[src/rtl/uart_rx_fifo_pkg.sv]
// Shared receive-path types: FSM state encoding, parity modes and the parity helper.
package uart_pkg;

    typedef enum logic [2:0] {IDLE, START, DATA, PARITY, STOP} rx_state_t;

    localparam int PAR_NONE = 0;
    localparam int PAR_ODD  = 1;
    localparam int PAR_EVEN = 2;

    // Expected parity bit for a payload zero-extended to 9 bits.
    function automatic logic parity_bit(input logic [8:0] data, input int mode);
        return (mode == PAR_ODD) ? ~(^data) : (^data);
    endfunction

endpackage

[src/rtl/uart_rx_fifo_sync_fifo.sv]
// Single-clock first-word-fall-through FIFO; head is visible on dout whenever empty=0.
module sync_fifo #(
    parameter int WIDTH      = 8,
    parameter int DEPTH_LOG2 = 4
) (
    input  logic                  clk,
    input  logic                  rst,
    input  logic                  push,
    input  logic                  pop,
    input  logic [WIDTH-1:0]      din,
    output logic [WIDTH-1:0]      dout,
    output logic                  empty,
    output logic                  full,
    output logic [DEPTH_LOG2:0]   count
);

    localparam int DEPTH = 2 ** DEPTH_LOG2;
    localparam logic [DEPTH_LOG2:0] FULL_COUNT = {1'b1, {DEPTH_LOG2{1'b0}}};

    logic [WIDTH-1:0]      mem [DEPTH];
    logic [DEPTH_LOG2-1:0] wptr;
    logic [DEPTH_LOG2-1:0] rptr;
    logic                  do_push;
    logic                  do_pop;

    assign empty   = (count == '0);
    assign full    = (count == FULL_COUNT);
    assign do_pop  = pop && !empty;
    assign do_push = push && (!full || do_pop);
    assign dout    = empty ? '0 : mem[rptr];

    // NOTE: storage is not reset; every entry is written before the read pointer can reach it.
    always_ff @(posedge clk) begin
        if (do_push) mem[wptr] <= din;
    end

    // NOTE: state registers use non-blocking assignments so every flop samples pre-edge values.
    always_ff @(posedge clk) begin
        if (rst) begin
            wptr  <= '0;
            rptr  <= '0;
            count <= '0;
        end else begin
            if (do_push) wptr <= wptr + 1'b1;
            if (do_pop)  rptr <= rptr + 1'b1;
            case ({do_push, do_pop})
                2'b10:   count <= count + 1'b1;
                2'b01:   count <= count - 1'b1;
                default: count <= count;
            endcase
        end
    end

endmodule

[src/rtl/uart_rx_fifo.sv]
// UART receiver with false-start rejection, optional parity, sticky error flags and an
// integrated FWFT FIFO toward the CPU.
module uart_rx_fifo #(
    parameter int CLK_PER_HALF_BIT = 86,
    parameter int DATA_BITS        = 8,
    parameter int DEPTH_LOG2       = 4,
    parameter int PARITY           = 0
) (
    input  logic                  clk,
    input  logic                  rst,
    input  logic                  rxd,
    input  logic                  rd_en,
    input  logic                  clr_err,
    output logic [DATA_BITS-1:0]  dout,
    output logic                  empty,
    output logic                  full,
    output logic [DEPTH_LOG2:0]   count,
    output logic                  busy,
    output logic                  overrun,
    output logic                  frame_err,
    output logic                  parity_err
);

    import uart_pkg::*;

    localparam int CNT_W = $clog2(2 * CLK_PER_HALF_BIT);
    localparam int IDX_W = $clog2(DATA_BITS);
    localparam logic [CNT_W-1:0] HALF_LOAD = CNT_W'(CLK_PER_HALF_BIT - 1);
    localparam logic [CNT_W-1:0] FULL_LOAD = CNT_W'(2 * CLK_PER_HALF_BIT - 1);
    localparam logic [IDX_W-1:0] LAST_IDX  = IDX_W'(DATA_BITS - 1);

    logic                 rx_meta;
    logic                 rx_s;
    logic [1:0]           sync_vld;
    logic                 armed;
    rx_state_t            state;
    logic [CNT_W-1:0]     cnt;
    logic [IDX_W-1:0]     bit_idx;
    logic [DATA_BITS-1:0] shift_reg;
    logic                 par_bad;
    logic                 expire;
    logic                 push;
    logic                 frame_evt;
    logic                 parity_evt;
    logic                 overrun_evt;

    assign expire = (cnt == '0);
    assign busy   = (state != IDLE);

    always_ff @(posedge clk) begin
        if (rst) begin
            rx_meta  <= 1'b1;
            rx_s     <= 1'b1;
            sync_vld <= 2'b00;
        end else begin
            rx_meta  <= rxd;
            rx_s     <= rx_meta;
            sync_vld <= {sync_vld[0], 1'b1};
        end
    end

    // Arm only on a genuine high line sample, so a line held low through reset is not a start.
    always_ff @(posedge clk) begin
        if (rst)                     armed <= 1'b0;
        else if (sync_vld[1] && rx_s) armed <= 1'b1;
    end

    always_ff @(posedge clk) begin
        if (rst) begin
            state     <= IDLE;
            cnt       <= '0;
            bit_idx   <= '0;
            shift_reg <= '0;
            par_bad   <= 1'b0;
        end else begin
            case (state)
                IDLE: begin
                    if (armed && !rx_s) begin
                        cnt   <= HALF_LOAD;
                        state <= START;
                    end
                end
                START: begin
                    if (!expire) begin
                        cnt <= cnt - 1'b1;
                    end else if (rx_s) begin
                        state <= IDLE;
                    end else begin
                        cnt     <= FULL_LOAD;
                        bit_idx <= '0;
                        par_bad <= 1'b0;
                        state   <= DATA;
                    end
                end
                DATA: begin
                    if (!expire) begin
                        cnt <= cnt - 1'b1;
                    end else begin
                        shift_reg[bit_idx] <= rx_s;
                        bit_idx            <= bit_idx + 1'b1;
                        cnt                <= FULL_LOAD;
                        if (bit_idx == LAST_IDX)
                            state <= (PARITY != PAR_NONE) ? uart_pkg::PARITY : STOP;
                    end
                end
                uart_pkg::PARITY: begin
                    if (!expire) begin
                        cnt <= cnt - 1'b1;
                    end else begin
                        par_bad <= (rx_s != parity_bit(9'(shift_reg), PARITY));
                        cnt     <= FULL_LOAD;
                        state   <= STOP;
                    end
                end
                STOP: begin
                    if (!expire) cnt <= cnt - 1'b1;
                    else         state <= IDLE;
                end
                default: state <= IDLE;
            endcase
        end
    end

    // NOTE: every output of this block gets a default first, so no path can infer a latch.
    always_comb begin
        frame_evt   = 1'b0;
        parity_evt  = 1'b0;
        overrun_evt = 1'b0;
        push        = 1'b0;
        if (state == STOP && expire) begin
            if (!rx_s)              frame_evt   = 1'b1;
            else if (par_bad)       parity_evt  = 1'b1;
            else if (full && !rd_en) overrun_evt = 1'b1;
            else                    push        = 1'b1;
        end
    end

    // A new error event in the same cycle as clr_err keeps the flag set.
    always_ff @(posedge clk) begin
        if (rst) begin
            overrun    <= 1'b0;
            frame_err  <= 1'b0;
            parity_err <= 1'b0;
        end else begin
            if (overrun_evt)  overrun <= 1'b1;
            else if (clr_err) overrun <= 1'b0;
            if (frame_evt)    frame_err <= 1'b1;
            else if (clr_err) frame_err <= 1'b0;
            if (parity_evt)   parity_err <= 1'b1;
            else if (clr_err) parity_err <= 1'b0;
        end
    end

    sync_fifo #(
        .WIDTH      (DATA_BITS),
        .DEPTH_LOG2 (DEPTH_LOG2)
    ) u_fifo (
        .clk   (clk),
        .rst   (rst),
        .push  (push),
        .pop   (rd_en),
        .din   (shift_reg),
        .dout  (dout),
        .empty (empty),
        .full  (full),
        .count (count)
    );

endmodule

[config.mk]
export PLATFORM = sky130hd
export DESIGN_NAME = uart_rx_fifo
export DESIGN_NICKNAME = d
export VERILOG_FILES = /design/src/rtl/uart_rx_fifo_pkg.sv /design/src/rtl/uart_rx_fifo_sync_fifo.sv /design/src/rtl/uart_rx_fifo.sv
export SDC_FILE = /design/constraint.sdc
export NUM_CORES = 1
export LEC_CHECK = 0
export BUFFER_PORTS_ARGS = -buffer_cell sky130_fd_sc_hd__buf_2
export CAP_MARGIN = 20
export CORE_ASPECT_RATIO = 0.6
export CORE_MARGIN = 2
export CORE_UTILIZATION = 49
export DETAILED_ROUTE_END_ITERATION = 7
export PLACE_DENSITY = 0.65
export SLEW_MARGIN = 20
export SYNTH_ARGS = -nofsm -noshare
export SYNTH_HDL_FRONTEND = slang
export SYNTH_SLANG_ARGS = --single-unit
[constraint.sdc]
create_clock -name clk -period 6.9 [get_ports clk]
set_input_delay 0.345 -clock clk [delete_from_list [all_inputs] [get_ports clk]]
set_output_delay 0.345 -clock clk [all_outputs]
set_load 0.03 [all_outputs]
# Yosys cells after proc, flatten, opt, wreduce, memory -nomap -nowiden
# Memory sizes are Yosys's and may differ from the RTL's. A register that Yosys moved wholly into a read port is not among the register bits.
# Cells that the tools add are included.
# op_classes
eq_ne,18
mul,0
mux,49
shift,0
reduce_logical,30
order_cmp,2
div_mod_pow,0
n_bitwise,0
add_sub_neg,6
# ops
op,count
two-way mux 8 bit,6
one-hot mux 8 bit (4 select lines),1
two-way mux 3 bit,9
two-way mux 1 bit,24
!= test 2 bit (second input constant),8
one-hot mux 3 bit (5 select lines),1
AND reduction 4 bit,3
nonzero test 2 bit,6
one-hot mux 5 bit (2 select lines),1
XOR reduction 9 bit,1
adder 4 x 1 -> 4 bit (second input constant),2
bitwise mux 8 bit,1
logical NOT 8 bit,1
two-way mux 4 bit,2
subtractor 8 x 1 -> 8 bit (second input constant),1
logical AND 1 bit,7
equality test 3 x 2 -> 1 bit (second input constant),2
equality test 3 bit (second input constant),2
one-hot mux 3 bit (2 select lines),1
AND reduction 6 bit,1
adder 5 x 1 -> 5 bit (second input constant),1
equality test 5 bit (second input constant),1
logical NOT 5 bit,1
subtractor 5 x 1 -> 5 bit (second input constant),1
18 further kinds,21
# word_totals
memories,1
out_inout_bits,19
elab_cells,122
ramBits,128
inputBits,5
rom_bits,0
ff_bits,44
latchBits,0
# mem_list
name,depth,word_bits,rd,rd_clocked_by_memory_dff,write_ports,line_no,rtl
u_fifo.mem,16,8,1,1,1,uart_rx_fifo_sync_fifo.sv:20,logic [WIDTH-1:0] mem [DEPTH];

# Logic depth before layout (Yosys ltp)
# Gate-level depths: netlist of the first run.
# logic_depth
word_depth,9
depth_mapped,15
ltp_nobuf,14

# By module
# Synthesis of the first run repeated with hierarchy kept, for this count alone.
# unflattened
hier_cells,522
hier_area_um2,7631.1
# modules_own_cells
module,n_inst,area_per_inst_um2,seq_area_each_um2,cells_per_inst
sync_fifo,1,5964.5,4184.0,332
uart_rx_fifo,1,1666.6,620.6,190

# Least setup slack after synthesis of the first run
# OpenSTA, ideal clock, no wires.
# synth_path
path_kind,register to register
start,register u_fifo.count[1]
end,register u_fifo.count[4]
arrival_ns,3.194
required_ns,6.779
period_less_slack_ns,3.315
stages_incl_launch_ff,15
setup_time_ns,0.121
path_buffers,2
setup_slack_ns,3.585
path_cell_list,dfxtp_1 clkbuf_1 or4_1 nor3_2 nor2_2 inv_1 ha_1 clkbuf_1 xor2_1 ha_1 a211o_1 nand2_1 nand3b_1 a31oi_1 mux2_2
# synth_between
elab_chain_cells,9
word_cells_on_any_way,18
cone_classes,add/sub: 2; eq/ne: 3; mux: 5; reduce/logical: 8
# synth_rtl
item,line_no,rtl
start: declaration,uart_rx_fifo_sync_fifo.sv:14,output logic [DEPTH_LOG2:0] count
start signal: assignment,uart_rx_fifo_sync_fifo.sv:47,2'b10: count <= count + 1'b1;
start signal: assignment,uart_rx_fifo_sync_fifo.sv:48,2'b01: count <= count - 1'b1;
start signal: assignment,uart_rx_fifo_sync_fifo.sv:49,default: count <= count;
equality test 5 bit,uart_rx_fifo_sync_fifo.sv:27,assign full = (count == FULL_COUNT);
logical AND 1 bit,uart_rx_fifo.sv:133,else if (full && !rd_en) overrun_evt = 1'b1;
two-way mux 1 bit,uart_rx_fifo.sv:133,
two-way mux 1 bit,uart_rx_fifo.sv:132,else if (par_bad) parity_evt = 1'b1;
two-way mux 1 bit,uart_rx_fifo.sv:131,if (!rx_s) frame_evt = 1'b1;
two-way mux 1 bit,uart_rx_fifo.sv:130,if (state == STOP && expire) begin
logical AND 1 bit,uart_rx_fifo_sync_fifo.sv:29,assign do_push = push && (!full || do_pop);
equality test 2 x 1 -> 1 bit / equality test 2 bit (equally long branches),uart_rx_fifo_sync_fifo.sv:46,"case ({do_push, do_pop})"
one-hot mux 5 bit (2 select lines) / nonzero test 2 bit (equally long branches),-,
# Several ways; a longest one is shown, not always the timed one.
# A chain may end at the register's enable or synchronous reset.

# Final worst setup path of the first run
# layout_path
start,register rx_s
end,register u_fifo.count[4]
# layout_between
elab_chain_cells,5
word_cells_on_any_way,7
cone_classes,eq/ne: 2; mux: 3; reduce/logical: 2
# layout_rtl
item,line_no,rtl
start: declaration,uart_rx_fifo.sv:33,logic rx_s;
start signal: assignment,uart_rx_fifo.sv:57,rx_s <= rx_meta;
two-way mux 1 bit *,uart_rx_fifo.sv:131,
two-way mux 1 bit *,uart_rx_fifo.sv:130,
logical AND 1 bit *,uart_rx_fifo_sync_fifo.sv:29,
equality test 2 x 1 -> 1 bit / equality test 2 bit (equally long branches),uart_rx_fifo_sync_fifo.sv:46,
one-hot mux 5 bit (2 select lines) / nonzero test 2 bit (equally long branches),-,
# Mark *: on every way between the ends. The rest lies on a longest branch, timed or not.

==> results.cfg, run 1 <==
[outcome]
outcome = finished, final reports clean

[clock_network]
clk_pin_slew_worst_paths_ns = 0.07
cts_setup_buffers = 0
worstSkewPairLatency_ns = 0.42
ctsLongestPathBuffers = 2
ctsHoldBuffers = 0
clock_sink_count = 176
cts_tree = built
clock_tree.root_cell = sky130_fd_sc_hd__clkbuf_16
ctsHtreeMaxLevel = 4
cts_made_buffers = 17
cts.repair.resized = 0

[power]
power_density_nw_per_um2 = 249.5
share_clk_of_total_power_pct = 45.0
power.combinational.fraction_pct = 1.4
peak_supply_drop_uv = 163.5
net-switching-power_mw = 0.4332
power.leakage_nw = 2.871
seq_power_share_pct = 53.5
internal-power_mw = 1.668
sw_frac_of_total_pct = 20.62

[route]
finalWirelength_mm = 15.59
drtIter0Drc = 337
routed-via-count = 4301
drc_errors = 0
drt.antenna.violating_nets = 0
via_per_inst = 5.860
dr.pass1.iters = 5
route.detailed.wl_per_inst_um = 21.24

[global_routing]
grt_pass1_wl_mm = 23.87
initial_antenna_violation_count = 0
grt_overflow = 0
track_usage_pct = 20.16
vias_in_the_first_global_route = 4049
grt_max_degree = 47

[cells_and_area]
largest_register_ff_count = 128
sequential_cell_area_um2 = 4810
syn2layout_area_growth_pct = 10.92
n_fill_cell = 1235
most_used_cells_in_the_layout_excluding_fill_and_tap_cells = sky130_fd_sc_hd__edfxtp_1 (128), sky130_fd_sc_hd__nor2_1 (53), sky130_fd_sc_hd__dfxtp_1 (46)
final_area_um2 = 8423
final_net_count = 537
final_layout_size_suffix_gt1_share_pct = 17.33
antenna-diode-count = 0
layout.cells.most_common = sky130_fd_sc_hd__edfxtp_1
multiInputGateArea_um2 = 2577

[sta]
final-setup-viol-count = 0
post-route-period-util_pct = 51.23
hold_viol_final = 0
worst_slew_pin_tran_ns = 0.9179
period_minus_ws_final_ns = 3.535
max_clock_freq_mhz = 282.9
timing.clock.skew_ns = 0.01285
fin_tns_setup_ns = 0
timing_max_transition_violations_final = 0
grt_setup_unrepaired = false
max_slew_margin_pct = 38.58

[hold_path]
type_of_the_worst_min_delay_path = in2reg
hold_end = rx_meta$_SDFF_PP1_
hold-path-cell-count = 2
hold_start = rxd

[synth]
synth_cell_type_count = 59
postSynthRegisterBits = 176
synth_mux_area_share_pct = 14.52
compound_gate_fraction_of_synth_area_pct = 4.762
avgSynthCellArea_um2 = 15.13
yosys.area.top_type = sky130_fd_sc_hd__edfxtp_1
synthesis.nets = 520
leading_cell_types_by_total_area_after_synthesis = sky130_fd_sc_hd__edfxtp_1 (51%), sky130_fd_sc_hd__dfxtp_1 (13%), sky130_fd_sc_hd__mux4_1 (8.3%)
synth_edf_count = 128
syn_area_um2 = 7594
synth_top_area_share_pct = 50.62
synthesis.yosys.warnings = 0
ys_seq_area_share_pct = 63.27
synth_flop_cell = sky130_fd_sc_hd__edfxtp_1
ys_async_sr_fraction_pct = 0
largest_family_of_logic_cells_by_synthesized_area = multiplexers
post_synth_fa_ha_maj_area_fraction_pct = 2.142
synthXorXnorAreaFrac_pct = 2.191
simple_gate_portion_of_the_synthesized_area_pct = 10.33
postSynthCellCount = 502

[die]
die_w_um = 164.7
fp.dieH_um = 100.4
core_ar_um2 = 15240
core.rowCount = 35
floorplan.initialDensity_pct = 49.83
die-area_um2 = 16540
ioPinCount = 24

[critical_path]
crit_path_cell_trace = nor4bb_1 -> nand4_1 -> nor2_2 -> inv_1 -> ha_1 -> xor2_1 -> ha_1 -> a211o_1 -> nand2_1 -> nand3b_1 -> a31oi_1 -> mux2_2
path_class = reg2reg
setup.reg_to_reg.worst_slack_ns = 3.37
timing.reg2reg.worst_path_depth = 12
critical_path.reg2reg.startpoint = rx_s$_SDFF_PP1_
capture_point_of_the_worst_reg_to_reg_path = u_fifo.count[4]$_SDFFE_PP0P_
startpoint_type = register
worstPathMaxFanout = 18
critPathArrivalTime_ns = 3.84
cell_with_the_largest_stage_delay_on_the_worst_path = sky130_fd_sc_hd__dfxtp_1
worst_path_largest_cell_delay_ns = 0.74
timing.critical_path.mode_cell = sky130_fd_sc_hd__ha_1
critical_path_data_required_time_ns = 7.20
setup.worst_path.end_class = register

[place]
dp.final_hpwl_mm = 10.21
gpl.final_weighted_congestion = 0.8751
post_dp_cell_area_um2 = 7840
placement.io_buffers = 23

[flow_run]
cap_violations = 0
-- power groups by stage --
stage          logic (mW)  registers (mW)  clock network (mW)
2_1_floorplan      0.0234            1.15                   0
5_1_grt            0.0333            1.12                1.01
6_report           0.0302            1.12               0.946
3_3_place_gp       0.0299            1.15                   0
4_1_cts            0.0299            1.12               0.964
3_5_place_dp       0.0297            1.15                   0
-- through the flow --
| step | hold slack (ns) | total power, mW | std cells | setup slack [ns] | utilization (%) |
|---|---|---|---|---|---|
| after detailed placement | 0.4074 | 1.178 | 703 | 3.422 | 51.44 |
| after CTS | 0.1004 | 2.118 | 734 | 3.383 | 55.25 |
| after floorplan | 0.3895 | 1.170 | 502 | 3.585 | - |
| after global placement | 0.4205 | 1.178 | 703 | 3.570 | 51.44 |
| after global routing | 0.1108 | 2.163 | 734 | 3.088 | 55.27 |
| final | 0.1128 | 2.101 | 734 | 3.365 | 55.27 |
-- cell usage after synthesis, types with 5 or more instances --
cell type and n:
sky130_fd_sc_hd__edfxtp_1 128, sky130_fd_sc_hd__nor2_1 53, sky130_fd_sc_hd__dfxtp_1 48, sky130_fd_sc_hd__mux4_1 24, sky130_fd_sc_hd__clkbuf_1 19, sky130_fd_sc_hd__a21oi_1 18
sky130_fd_sc_hd__nand2_1 18, sky130_fd_sc_hd__mux4_2 16, sky130_fd_sc_hd__inv_1 15, sky130_fd_sc_hd__ha_1 13, sky130_fd_sc_hd__mux2i_1 10, sky130_fd_sc_hd__nand3_1 10
sky130_fd_sc_hd__xnor2_1 10, sky130_fd_sc_hd__nor2b_1 9, sky130_fd_sc_hd__nor3_1 9, sky130_fd_sc_hd__xor2_1 9, sky130_fd_sc_hd__o21ai_0 8, sky130_fd_sc_hd__buf_1 6
sky130_fd_sc_hd__a22oi_1 5, sky130_fd_sc_hd__nor3b_1 5
-- area by class of cell --
type / instances / area share, %
flip-flops and latches: 176 / 57.10
multi-input cells: 282 / 30.60
clock buffers: 17 / 5.051
well taps: 203 / 3.015
clock inverters: 14 / 1.842
repair buffers: 27 / 1.723
inverters: 15 / 0.6684
-- worst max-delay path: cells and delay by family (launching register included) --
family / cells / cell delay (ns)
compound gates: 2 / 0.43
fa+ha+maj: 2 / 0.56
buf+inv: 1 / 0.11
simple gates: 5 / 1.04
mux: 1 / 0.34
xor+xnor: 1 / 0.19
flops: 1 / 0.74
-- how the worst max path moves through the flow --
stage / startpoint / depth (start not counted) / to
floorplan: u_fifo.count[1]$_SDFFE_PP0P_ / 14 / u_fifo.count[4]$_SDFFE_PP0P_
global placement: rx_s$_SDFF_PP1_ / 12 / u_fifo.count[4]$_SDFFE_PP0P_
detailed placement: rx_s$_SDFF_PP1_ / 12 / u_fifo.count[4]$_SDFFE_PP0P_
CTS: rx_s$_SDFF_PP1_ / 12 / u_fifo.count[4]$_SDFFE_PP0P_
global route: rx_s$_SDFF_PP1_ / 12 / u_fifo.count[4]$_SDFFE_PP0P_
finish: rx_s$_SDFF_PP1_ / 12 / u_fifo.count[4]$_SDFFE_PP0P_
-- kinds of logic (layout without fill, tap and decap cells) --
| group | Yosys count | count (layout) |
|---|---|---|
| flip-flops | 176 | 176 |
| multiplexers | 51 | 51 |
| buffers and inverters | 44 | 73 |
| XOR/XNOR | 19 | 19 |
| adder cells (fa/ha/maj) | 13 | 13 |
| AO/OA/AOI/OAI | 57 | 57 |
| AND/OR/NAND/NOR | 142 | 142 |
-- routing by layer --
metal / share of wire [%] / track usage (%) / up-vias
met1: 50 / 31.29 / 2205
met4: 0.65 / 4.615 / 0
met2: 43 / 28.32 / 115
met3: 7.0 / 5.579 / 8
li1: - / - / 1973
met5: 0 / 0 / -
(Power assumes the default switching activity.)
==> run 2, diff against run 1 <==
==> constraint.sdc (replaced) <==
create_clock -name clk -period 3.6 [get_ports clk]
set_input_delay 0.18 -clock clk [delete_from_list [all_inputs] [get_ports clk]]
set_output_delay 0.18 -clock clk [all_outputs]
set_load 0.03 [all_outputs]
==> results.cfg, run 2 (synthesis results as in run 1) <==
[outcome]
outcome = finished, final reports clean

[global_routing]
grt_max_degree = 47
vias_in_the_first_global_route = 4211
initial_antenna_violation_count = 0
grt_overflow = 0
grtUsageMet1_pct = 31.59
track_usage_pct = 20.21
grt_busiest_layer = met1
grt_pass1_wl_mm = 24.31
global_route.usage.met3_pct = 3.760
grt_util_met2_pct = 29.35

[clock_network]
ctsLongestPathBuffers = 2
clock_sink_count = 176
worstSkewPairLatency_ns = 0.42
ctsHtreeMaxLevel = 4
clock_tree.root_cell = sky130_fd_sc_hd__clkbuf_16
cts_made_buffers = 17
cts_setup_buffers = 0
clk_pin_slew_worst_paths_ns = 0.07
cts_tree = built

[cells_and_area]
final_net_count = 549
n_fill_cell = 1190
final_area_um2 = 8527
syn2layout_area_growth_pct = 12.29
most_used_cells_in_the_layout_excluding_fill_and_tap_cells = sky130_fd_sc_hd__edfxtp_1 (128), sky130_fd_sc_hd__nor2_1 (53), sky130_fd_sc_hd__dfxtp_1 (47)
antenna-diode-count = 0
final_layout_size_suffix_gt1_share_pct = 18.75
layout.cells.most_common = sky130_fd_sc_hd__edfxtp_1
largest_register_ff_count = 128

[power]
peak_supply_drop_uv = 290.2
power_density_nw_per_um2 = 475.0
power_mw = 4.050
power.leakage_nw = 2.941

[flow_run]
cap_violations = 0

[route]
routed-via-count = 4326
drt.antenna.violating_nets = 0
drc_errors = 0
route.detailed.wl_per_inst_um = 20.94
drtIter0Drc = 455
dr.pass1.iters = 5
finalWirelength_mm = 15.65
via_per_inst = 5.791

[place]
placement.io_buffers = 23
gpl.final_weighted_congestion = 0.8696
post_dp_cell_area_um2 = 7934
dp.final_hpwl_mm = 10.22

[sta]
max_clock_freq_mhz = 304.1
timing_max_transition_violations_final = 0
final-setup-viol-count = 0
post-route-period-util_pct = 91.36
timing.clock.skew_ns = 0.01133
worst_slew_pin_tran_ns = 0.8691
max_slew_margin_pct = 42.06
period_minus_ws_final_ns = 3.289
hold_viol_final = 0
grt_setup_unrepaired = false
fin_tns_setup_ns = 0

[hold_path]
type_of_the_worst_min_delay_path = in2reg

[critical_path]
setup.worst_path.end_class = register
path_class = reg2reg
startpoint_type = register
critical_path_data_required_time_ns = 3.92
critPathArrivalTime_ns = 3.61
worstPathMaxFanout = 10

[die]
ioPinCount = 24
die_w_um = 164.7
fp.dieH_um = 100.4
die-area_um2 = 16540
floorplan.initialDensity_pct = 49.83
core_ar_um2 = 15240
core.rowCount = 35
run 2: routing by layer:
metal,part of all wire (%),up-vias
met5,0,-
met4,0.78,0
met3,6.1,15
met2,43,113
met1,50,2199
li1,-,1999
run 2: worst paths after layout:
check,startpoint,endpoint,slack (ns),cells past startpoint
setup / recovery,cnt[0]$_SDFFE_PP0P_,u_fifo.count[4]$_SDFFE_PP0P_,0.31,14
hold / removal,clr_err,overrun$_SDFFE_PP0P_,0.06,4
setup reg to reg,cnt[0]$_SDFFE_PP0P_,u_fifo.count[4]$_SDFFE_PP0P_,0.31,14
hold reg to reg,rx_meta$_SDFF_PP1_,rx_s$_SDFF_PP1_,0.43,1
run 2: cell type report:
cell class,count,area (µm²),share of cell area [%]
clock buffer,18,429.2,5.033
clock inverter,14,153.9,1.805
inverter,15,56.30,0.6603
multi-input combinational,282,2577,30.23
sequential,176,4806,56.36
tap,203,254.0,2.979
timing repair buffer,39,250.2,2.935
run 2: timing repair:
| action | in CTS | in global routing |
|---|---|---|
| endpoints found under the hold margin | 1 | 0 |
| hold buffers | 1 | 0 |
| gates resized for setup | 0 | 0 |
run 2: where the power goes:
group	switching, mW	internal (mW)	leakage, nW
sequential	0.00455	2.15	1.57
clock	0.799	1.03	0.278
combinational	0.0426	0.0217	1.09
run 2: worst max-delay path, stage by stage (launching register included):
cell and delay, ns:
sky130_fd_sc_hd__dfxtp_1 0.34, sky130_fd_sc_hd__inv_1 0.12, sky130_fd_sc_hd__ha_1 0.26, sky130_fd_sc_hd__nor4bb_1 0.35, sky130_fd_sc_hd__nand4_1 0.22, sky130_fd_sc_hd__nor2_2 0.14, sky130_fd_sc_hd__inv_1 0.08, sky130_fd_sc_hd__ha_1 0.33
sky130_fd_sc_hd__xor2_1 0.19, sky130_fd_sc_hd__ha_1 0.23, sky130_fd_sc_hd__a211o_1 0.27, sky130_fd_sc_hd__nand2_1 0.06, sky130_fd_sc_hd__nand3b_1 0.07, sky130_fd_sc_hd__a31oi_1 0.18, sky130_fd_sc_hd__mux2_2 0.35
run 2: metrics by stage:
stage	setup WS (ns)	util (%)	hold WS [ns]	instances
finish	0.3112	55.95	0.06250	747
global route	0.05932	55.95	0.09620	747
CTS	0.2878	55.95	0.04629	747
detailed placement	0.2770	52.06	0.3730	714
global placement	0.4122	52.06	0.3698	714
floorplan	0.2853	-	0.2838	502
